`src/rtl/event_pulse_scheduler_pkg.sv`:
```
// event_pulse_scheduler_pkg: shared FSM encoding and default sizing for the event scheduler
package event_pulse_scheduler_pkg;

    typedef enum logic {
        IDLE  = 1'b0,
        OFFER = 1'b1
    } sched_state_t;

    localparam int N_EVENTS_DEF = 4;
    localparam int ID_W_DEF     = 2;

endpackage

```
`src/rtl/event_pulse_scheduler_pulse.sv`:
```
// pulse_on_posedge: one-cycle pulse on each rising edge of sig_i, two-flop detector
module pulse_on_posedge (
    input  logic clk_i,
    input  logic rst_i,
    input  logic sig_i,
    output logic pulse_o
);

    logic reg1, reg2;

    always_ff @(posedge clk_i) begin
        if (rst_i) begin
            reg1 <= 1'b0;
            reg2 <= 1'b0;
        end else begin
            reg1 <= sig_i;
            reg2 <= reg1;
        end
    end

    assign pulse_o = reg1 & ~reg2;

endmodule

```
`src/rtl/event_pulse_scheduler.sv`:
```
// event_pulse_scheduler: latches per-channel rising edges as pending events and offers them round-robin
module event_pulse_scheduler
    import event_pulse_scheduler_pkg::*;
#(
    parameter int N_EVENTS = N_EVENTS_DEF,
    parameter int ID_W     = ID_W_DEF
) (
    input  logic                clk_i,
    input  logic                rst_i,
    input  logic [N_EVENTS-1:0] event_i,
    input  logic [N_EVENTS-1:0] mask_i,
    output logic                grant_valid_o,
    output logic [ID_W-1:0]     grant_id_o,
    input  logic                grant_ready_i,
    output logic [N_EVENTS-1:0] pending_o,
    output logic [N_EVENTS-1:0] overflow_o,
    input  logic [N_EVENTS-1:0] overflow_clr_i
);

    sched_state_t        state_q, state_d;
    logic [ID_W-1:0]     grant_id_q, grant_id_d, last_q, last_d, rr_id, idx;
    logic [N_EVENTS-1:0] pulse, hit, clr_vec, masked, pending_q, pending_d, overflow_q, overflow_d;
    logic                hs;

    for (genvar i = 0; i < N_EVENTS; i++) begin : g_edge
        pulse_on_posedge u_edge (
            .clk_i  (clk_i),
            .rst_i  (rst_i),
            .sig_i  (event_i[i]),
            .pulse_o(pulse[i])
        );
    end

    assign hs     = (state_q == OFFER) & grant_ready_i;
    assign hit    = pulse & mask_i;
    assign masked = pending_q & mask_i;

    // A pulse landing in its own handshake cycle re-queues instead of overflowing
    always_comb begin
        clr_vec = '0;
        if (hs) clr_vec[grant_id_q] = 1'b1;
        pending_d  = hit | (pending_q & ~clr_vec);
        overflow_d = (overflow_q & ~overflow_clr_i) | (hit & pending_q & ~clr_vec);
    end

    // Descending scan so the lowest offset from last_q+1 is written last and wins
    always_comb begin
        rr_id = '0;
        idx   = '0;
        for (int k = N_EVENTS - 1; k >= 0; k--) begin
            idx = ID_W'((int'(last_q) + 1 + k) % N_EVENTS);
            if (masked[idx]) rr_id = idx;
        end
    end

    always_comb begin
        state_d    = state_q;
        grant_id_d = grant_id_q;
        last_d     = last_q;
        if (state_q == IDLE && |masked) begin
            state_d    = OFFER;
            grant_id_d = rr_id;
        end else if (hs) begin
            state_d = IDLE;
            last_d  = grant_id_q;
        end
    end

    always_ff @(posedge clk_i) begin
        if (rst_i) begin
            state_q    <= IDLE;
            grant_id_q <= '0;
            last_q     <= ID_W'(N_EVENTS - 1);
            pending_q  <= '0;
            overflow_q <= '0;
        end else begin
            state_q    <= state_d;
            grant_id_q <= grant_id_d;
            last_q     <= last_d;
            pending_q  <= pending_d;
            overflow_q <= overflow_d;
        end
    end

    assign grant_valid_o = (state_q == OFFER);
    assign grant_id_o    = grant_id_q;
    assign pending_o     = pending_q;
    assign overflow_o    = overflow_q;

endmodule

```
`config.mk`:
```
export PLATFORM = sky130hd
export DESIGN_NAME = event_pulse_scheduler
export DESIGN_NICKNAME = d
export VERILOG_FILES = /design/src/rtl/event_pulse_scheduler_pkg.sv /design/src/rtl/event_pulse_scheduler_pulse.sv /design/src/rtl/event_pulse_scheduler.sv
export SDC_FILE = /design/constraint.sdc
export NUM_CORES = 1
export LEC_CHECK = 0
export ABC_AREA = 1
export CORE_UTILIZATION = 25
export CTS_CLUSTER_SIZE = 14
export DETAILED_ROUTE_END_ITERATION = 6
export PLACE_DENSITY = 0.52
export SLEW_MARGIN = 30
export SYNTH_ARGS = -nofsm -noshare
export SYNTH_HDL_FRONTEND = slang
export SYNTH_HIERARCHICAL = 1
export SYNTH_SLANG_ARGS = --single-unit
```
`constraint.sdc`:
```
create_clock -name clk_i -period 1.38 [get_ports clk_i]
set_clock_uncertainty 0.05 [all_clocks]
set_input_delay 0.138 -clock clk_i [delete_from_list [all_inputs] [get_ports clk_i]]
set_output_delay 0.138 -clock clk_i [all_outputs]
set_load 0.05 [all_outputs]
```
# ---- After elaboration in Yosys (flattened, before gate mapping)
# Index checks and enable logic that the tools add are counted.
dict set report word_totals {
  register_bits 21
  input_bits 15
  out_inout_bits 11
}
dict set report op_classes {
  add_sub_neg 4
  order_cmp 6
  mux 17
  bitwise 21
  n_reduce_logical 5
}
# operator n
set op_table {}
lappend op_table {{$and 4x4->4} 6}
lappend op_table {{$lt 2x3->1 const B} 5}
lappend op_table {{$bmux 1 s2} 4}
lappend op_table {{$mux 2} 4}
lappend op_table {{$not 4->4} 2}
lappend op_table {{$or 4x4->4} 2}
lappend op_table {{$mux 1} 7}
lappend op_table {{$not 1->1} 6}
lappend op_table {{$and 1x1->1} 5}
lappend op_table {{$add 2x1->2 const B} 2}
lappend op_table {{$add 2x2->2 const B} 2}
lappend op_table {{$mux 4} 1}
lappend op_table {{$reduce_or 4->1} 1}
lappend op_table {{$demux 1 s2} 1}
lappend op_table {{$ge 2x1->1 const B} 1}
lappend op_table {{$logic_and 1x1->1} 2}
lappend op_table {{$reduce_and 2->1} 1}
lappend op_table {{$reduce_bool 2->1} 1}

# ---- Depth between registers and ports, before layout
# Gate-level depths: netlist of run 1.
dict set report depth {
  depth_word 8
  depth_mapped 11
  ltp_nobuf 11
}

# ---- Modules after synthesis
# Netlist of run 1, hierarchy kept.
# mod instances cells_each area_each_um2
set modules_own_cells {}
lappend modules_own_cells {event_pulse_scheduler 1 114 734.5}
lappend modules_own_cells {pulse_on_posedge 4 7 58.8}

# ---- Least setup slack after synthesis of run 1
# OpenSTA, ideal clock, no wires.
dict set report synth_timing {
  kind {flip-flop to flip-flop}
  startpoint {register pending_q[2], in the netlist pending_o[2]}
  endpoint {register grant_id_q[0], in the netlist grant_id_o[0]}
  setup_time_ps 67
  arrival_time_ps 1384
  path_slack_ps -122
  stages_incl_launch_ff 9
  n_path_buf 0
  synth_period_minus_slack_ps 1502
  cell_sequence {dfxtp_1 -> nand3_1 -> nand2_2 -> nand2_2 -> nand2_2 -> nand2_1 -> a21oi_1 -> nand2_1 -> a21oi_2}
}
dict set report synth_between {
  elab_chain_cells 7
  elab_cells_between_ends 15
  cone_classes {12 x mux; 1 x bitwise; 2 x reduce/logical}
}
# item line
set synth_lines {}
lappend synth_lines {{start, declared} event_pulse_scheduler.sv:22} ;# logic [N_EVENTS-1:0] pulse, hit, clr_vec, masked, pending_q, pending_d, overflow_q, overflow_d;
lappend synth_lines {{start signal, assigned} event_pulse_scheduler.sv:80} ;# pending_q <= pending_d;
lappend synth_lines {{$and 4x4->4 *} event_pulse_scheduler.sv:36} ;# assign masked = pending_q & mask_i;
lappend synth_lines {{$bmux 1 s2} event_pulse_scheduler.sv:52} ;# if (masked[idx]) rr_id = idx;
lappend synth_lines {{$mux 1 (not written as such)} event_pulse_scheduler.sv:52}
lappend synth_lines {{$mux 2 (4 in series)} event_pulse_scheduler.sv:52}
lappend synth_lines {{end signal, assigned} event_pulse_scheduler.sv:78} ;# grant_id_q <= grant_id_d;
lappend synth_lines {{end, declared} event_pulse_scheduler.sv:21} ;# logic [ID_W-1:0] grant_id_q, grant_id_d, last_q, last_d, rr_id, idx;
# Mark *: on every way between the ends. The rest lies on a longest branch, timed or not. The select of a mux whose other input is x is not followed.
# A chain may end at the register's enable or synchronous reset.

# ---- Worst setup path after layout of run 1
dict set report layout_timing {
  startpoint {register last_q[0]}
  endpoint {register grant_id_q[0], in the netlist grant_id_o[0]}
}
dict set report layout_between {
  elab_chain_cells 8
  elab_cells_between_ends 16
  cone_classes {4 x add/sub; 12 x mux}
}
# item line
set layout_lines {}
lappend layout_lines {{start, declared} event_pulse_scheduler.sv:21}
lappend layout_lines {{start signal, assigned} event_pulse_scheduler.sv:73} ;# last_q <= ID_W'(N_EVENTS - 1);
lappend layout_lines {{start signal, assigned} event_pulse_scheduler.sv:79} ;# last_q <= last_d;
lappend layout_lines {{$add 2x1->2 *} event_pulse_scheduler.sv:51} ;# idx = ID_W'((int'(last_q) + 1 + k) % N_EVENTS);
lappend layout_lines {{$add 2x1->2} event_pulse_scheduler.sv:51}
lappend layout_lines {{$bmux 1 s2} event_pulse_scheduler.sv:52}
lappend layout_lines {{$mux 1 (not written as such)} event_pulse_scheduler.sv:52}
lappend layout_lines {{$mux 2 (3 in series)} event_pulse_scheduler.sv:52}
lappend layout_lines {{$mux 2 *} event_pulse_scheduler.sv:52}
# Marks and branches as above.

==> reports/qor.csv, run 1 <==
metric,value,unit
outcome,finished clean,
required,1.52,ns
drive_gt1_frac,0.322,
fin_crit,1.31,ns
yosysTopAreaCellShare,0.434,
cts-root-buf,clkbuf_8,
clock_path_buffers,2,
cts-buffers-inserted,3,
wl_per_cell,10.2,um
power.internal,0.000993,W
grt_pass1_wl,3610,um
first_iter_violations,15,
clock_sinks,21,
rows,22,
coreArea,3690,um2
die_h,64.3,um
critPathLaunchType,flop,
setup_viol_count_final,0,
grtUsageTotal,0.111,
p_sw,0.000390,W
dr.pass1.iters,2,
synth_area_per_cell,6.83,um2
post-route-period-util,0.950,
start_util,0.263,
synthesis.area,970,um2
wirelength,2330,um
hold_viol_final,0,
insertedDiodeCount,0,
syn_inst,142,
max_cap_violations,0,
clock_latency,0.26,ns
pre_cts_ws,-0.182,ns
power.density,861,nW/um2
max_freq,763,MHz
fin_ws,0.0688,ns
dp_hpwl,1760,um
power_frac_seq,0.484,
grt.overflow.total,0,
yosysSeqAreaShare,0.434,
area_growth,65.7,%
drv_slew,0,
p_leak,0.712,nW
swShare,0.282,
die_area,4130,um2
timing_worst_setup_path_type,reg -> reg,
gp_congestion,0.840,
clk_pin_slew_worst_paths,0.07,ns
yosys_warnings,6,
remaining_drc_errors,0,
rr_worst_depth,9,
critPathCaptureType,flop,
vias,1009,
htree_levels,1,
power_frac_comb,0.236,
pin_count,26,
antenna_found_initial,0,
grt_pass1_vias,862,
nets,196,
cts_hold_buf,0,
yosysUniqueCellTypes,18,
ir_drop,0.507,mV
worstPathArrival,1.45,ns
synth_seq_cells,21,
hold_path.class,in -> reg,
whs_path_depth,3,
vias_per_cell,4.43,
ys_top_cells_by_area,"dfxtp_1 43%, nand2_1 15%, inv_1 7.4%, nand3_1 7.2%, a21oi_1 6.2%",
die_w,64.3,um
tightest_slew,0.311,ns
slew_headroom,0.792,
post-route-util,0.436,
synth_nets,157,
pwr-share-clk,0.280,
crit_fanout,8,
cts_tree,done,
grt_max_degree,13,
port_buffers,25,
yosysTopAreaCell,dfxtp_1,
ant_nets,0,
layout make-up:
class	count	area, um2
Multi-Input combinational cell	99	526
Timing Repair Buffer	36	460
Fill cell	393	2080
Inverter	20	77.6
Sequential cell	21	437
Tap cell	48	60.1
Clock buffer	3	41.3
Clock inverter	1	5.00
through the flow:
step                      total power [W]  setup TNS [ns]  area (um2)  hold slack [ns]  std cells
after floorplan                  0.000827               0         976            0.159        142
after global placement           0.000985          -0.218        1460            0.369        223
after detailed placement         0.000987          -0.256        1460            0.371        223
after CTS                         0.00138               0        1500            0.336        227
after global routing              0.00145         -0.0143        1610            0.198        228
final                             0.00138               0        1610            0.174        228
power by group through the flow:
stage,combinational [W],clock [W],sequential [W]
2_1_floorplan,0.000108,0,0.000720
5_1_grt,0.000352,0.000428,0.000673
4_1_cts,0.000307,0.000404,0.000667
3_5_place_dp,0.000306,0,0.000682
6_report,0.000326,0.000388,0.000669
3_3_place_gp,0.000303,0,0.000681
cells by family after synthesis:
group,after synthesis,share of synthesized area
AO/OA/AOI/OAI,18,0.112
flip-flops,21,0.434
buffers and inverters,22,0.0929
AND/OR/NAND/NOR,81,0.361
path summary, 6_finish.rpt:
kind,start,end,slack (ns)
hold reg to reg,g_edge[3].u_edge/reg1$_SDFF_PP0_,g_edge[3].u_edge/reg2$_SDFF_PP0_,0.38
setup reg to reg,last_q[0]$_SDFFE_PP1P_,grant_id_o[0]$_SDFFE_PP0P_,0.07
setup / recovery,last_q[0]$_SDFFE_PP1P_,grant_id_o[0]$_SDFFE_PP0P_,0.07
hold / removal,mask_i[0],pending_o[0]$_SDFF_PP0_,0.17
synth_stat cells:
| library cell | count |
|---|---|
| o2bb2ai_1 | 1 |
| a211o_2 | 1 |
| nand2_1 | 40 |
| nand2_2 | 6 |
| nor2_1 | 15 |
| nor3_1 | 1 |
| nand3_1 | 14 |
| a21oi_1 | 12 |
| o21ai_2 | 1 |
| a21boi_0 | 1 |
| dfxtp_1 | 21 |
| buf_6 | 1 |
| inv_1 | 19 |
| a21oi_2 | 1 |
| nand4_1 | 5 |
| buf_1 | 1 |
| o21ai_0 | 1 |
| inv_2 | 1 |
state kept, by name, indices dropped and copies added, names as in the netlist:
signal / cells
grant_id_o: 2
g_edge.u_edge/reg2: 4
pending_o: 4
overflow_o: 4
g_edge.u_edge/reg1: 4
grant_valid_o: 1
last_q: 2
routing by layer:
| metal | track usage | share of wire |
|---|---|---|
| met5 | 0 | 0 |
| met4 | 0.0417 | 0.019 |
| met3 | 0.0161 | 0.023 |
| met2 | 0.183 | 0.50 |
| met1 | 0.145 | 0.46 |
critical path, cell delays in order (launching register included):
cell and delay [ns]:
dfxtp_4 0.37, buf_8 0.14, nand3_2 0.07, nand2_2 0.09, nand2_2 0.07, nand2_2 0.09
nand2_2 0.06, a21oi_2 0.10, nand2_1 0.07, a21oi_2 0.13
repair_timing:
action | 4_1_cts | 5_1_grt
buffers inserted | 0 | 1
resized for setup | 0 | 30
endpoints found under the setup margin | 0 | 1
layout by cell type, fill, tap and decap left out, types with 2 or more instances in the layout:
| cell | Yosys | routed |
|---|---|---|
| a21oi_1 | 12 | 11 |
| a21oi_2 | 1 | 2 |
| buf_12 | 0 | 11 |
| buf_4 | 0 | 10 |
| clkbuf_8 | 0 | 3 |
| clkdlybuf4s50_1 | 0 | 10 |
| dfxtp_1 | 21 | 14 |
| dfxtp_2 | 0 | 4 |
| dfxtp_4 | 0 | 3 |
| dlymetal6s2s_1 | 0 | 4 |
| inv_1 | 19 | 17 |
| inv_2 | 1 | 2 |
| nand2_1 | 40 | 33 |
| nand2_2 | 6 | 12 |
| nand3_1 | 14 | 9 |
| nand3_2 | 0 | 3 |
| nand3_4 | 0 | 2 |
| nand4_1 | 5 | 5 |
| nor2_1 | 15 | 15 |
Note: power is estimated with default switching activity, not from simulation.
==> inputs of run 2 (changes only) <==
- SKIP_CTS_REPAIR_TIMING: default -> 1
==> results of run 2 <==
No change in the layout: final DEF, timing and power equal those of run 1.
==> inputs of run 3 (changes only) <==
- CTS_CLUSTER_SIZE: 14 -> default
==> results of run 3 <==
No change in the layout: final DEF, timing and power equal those of run 1.
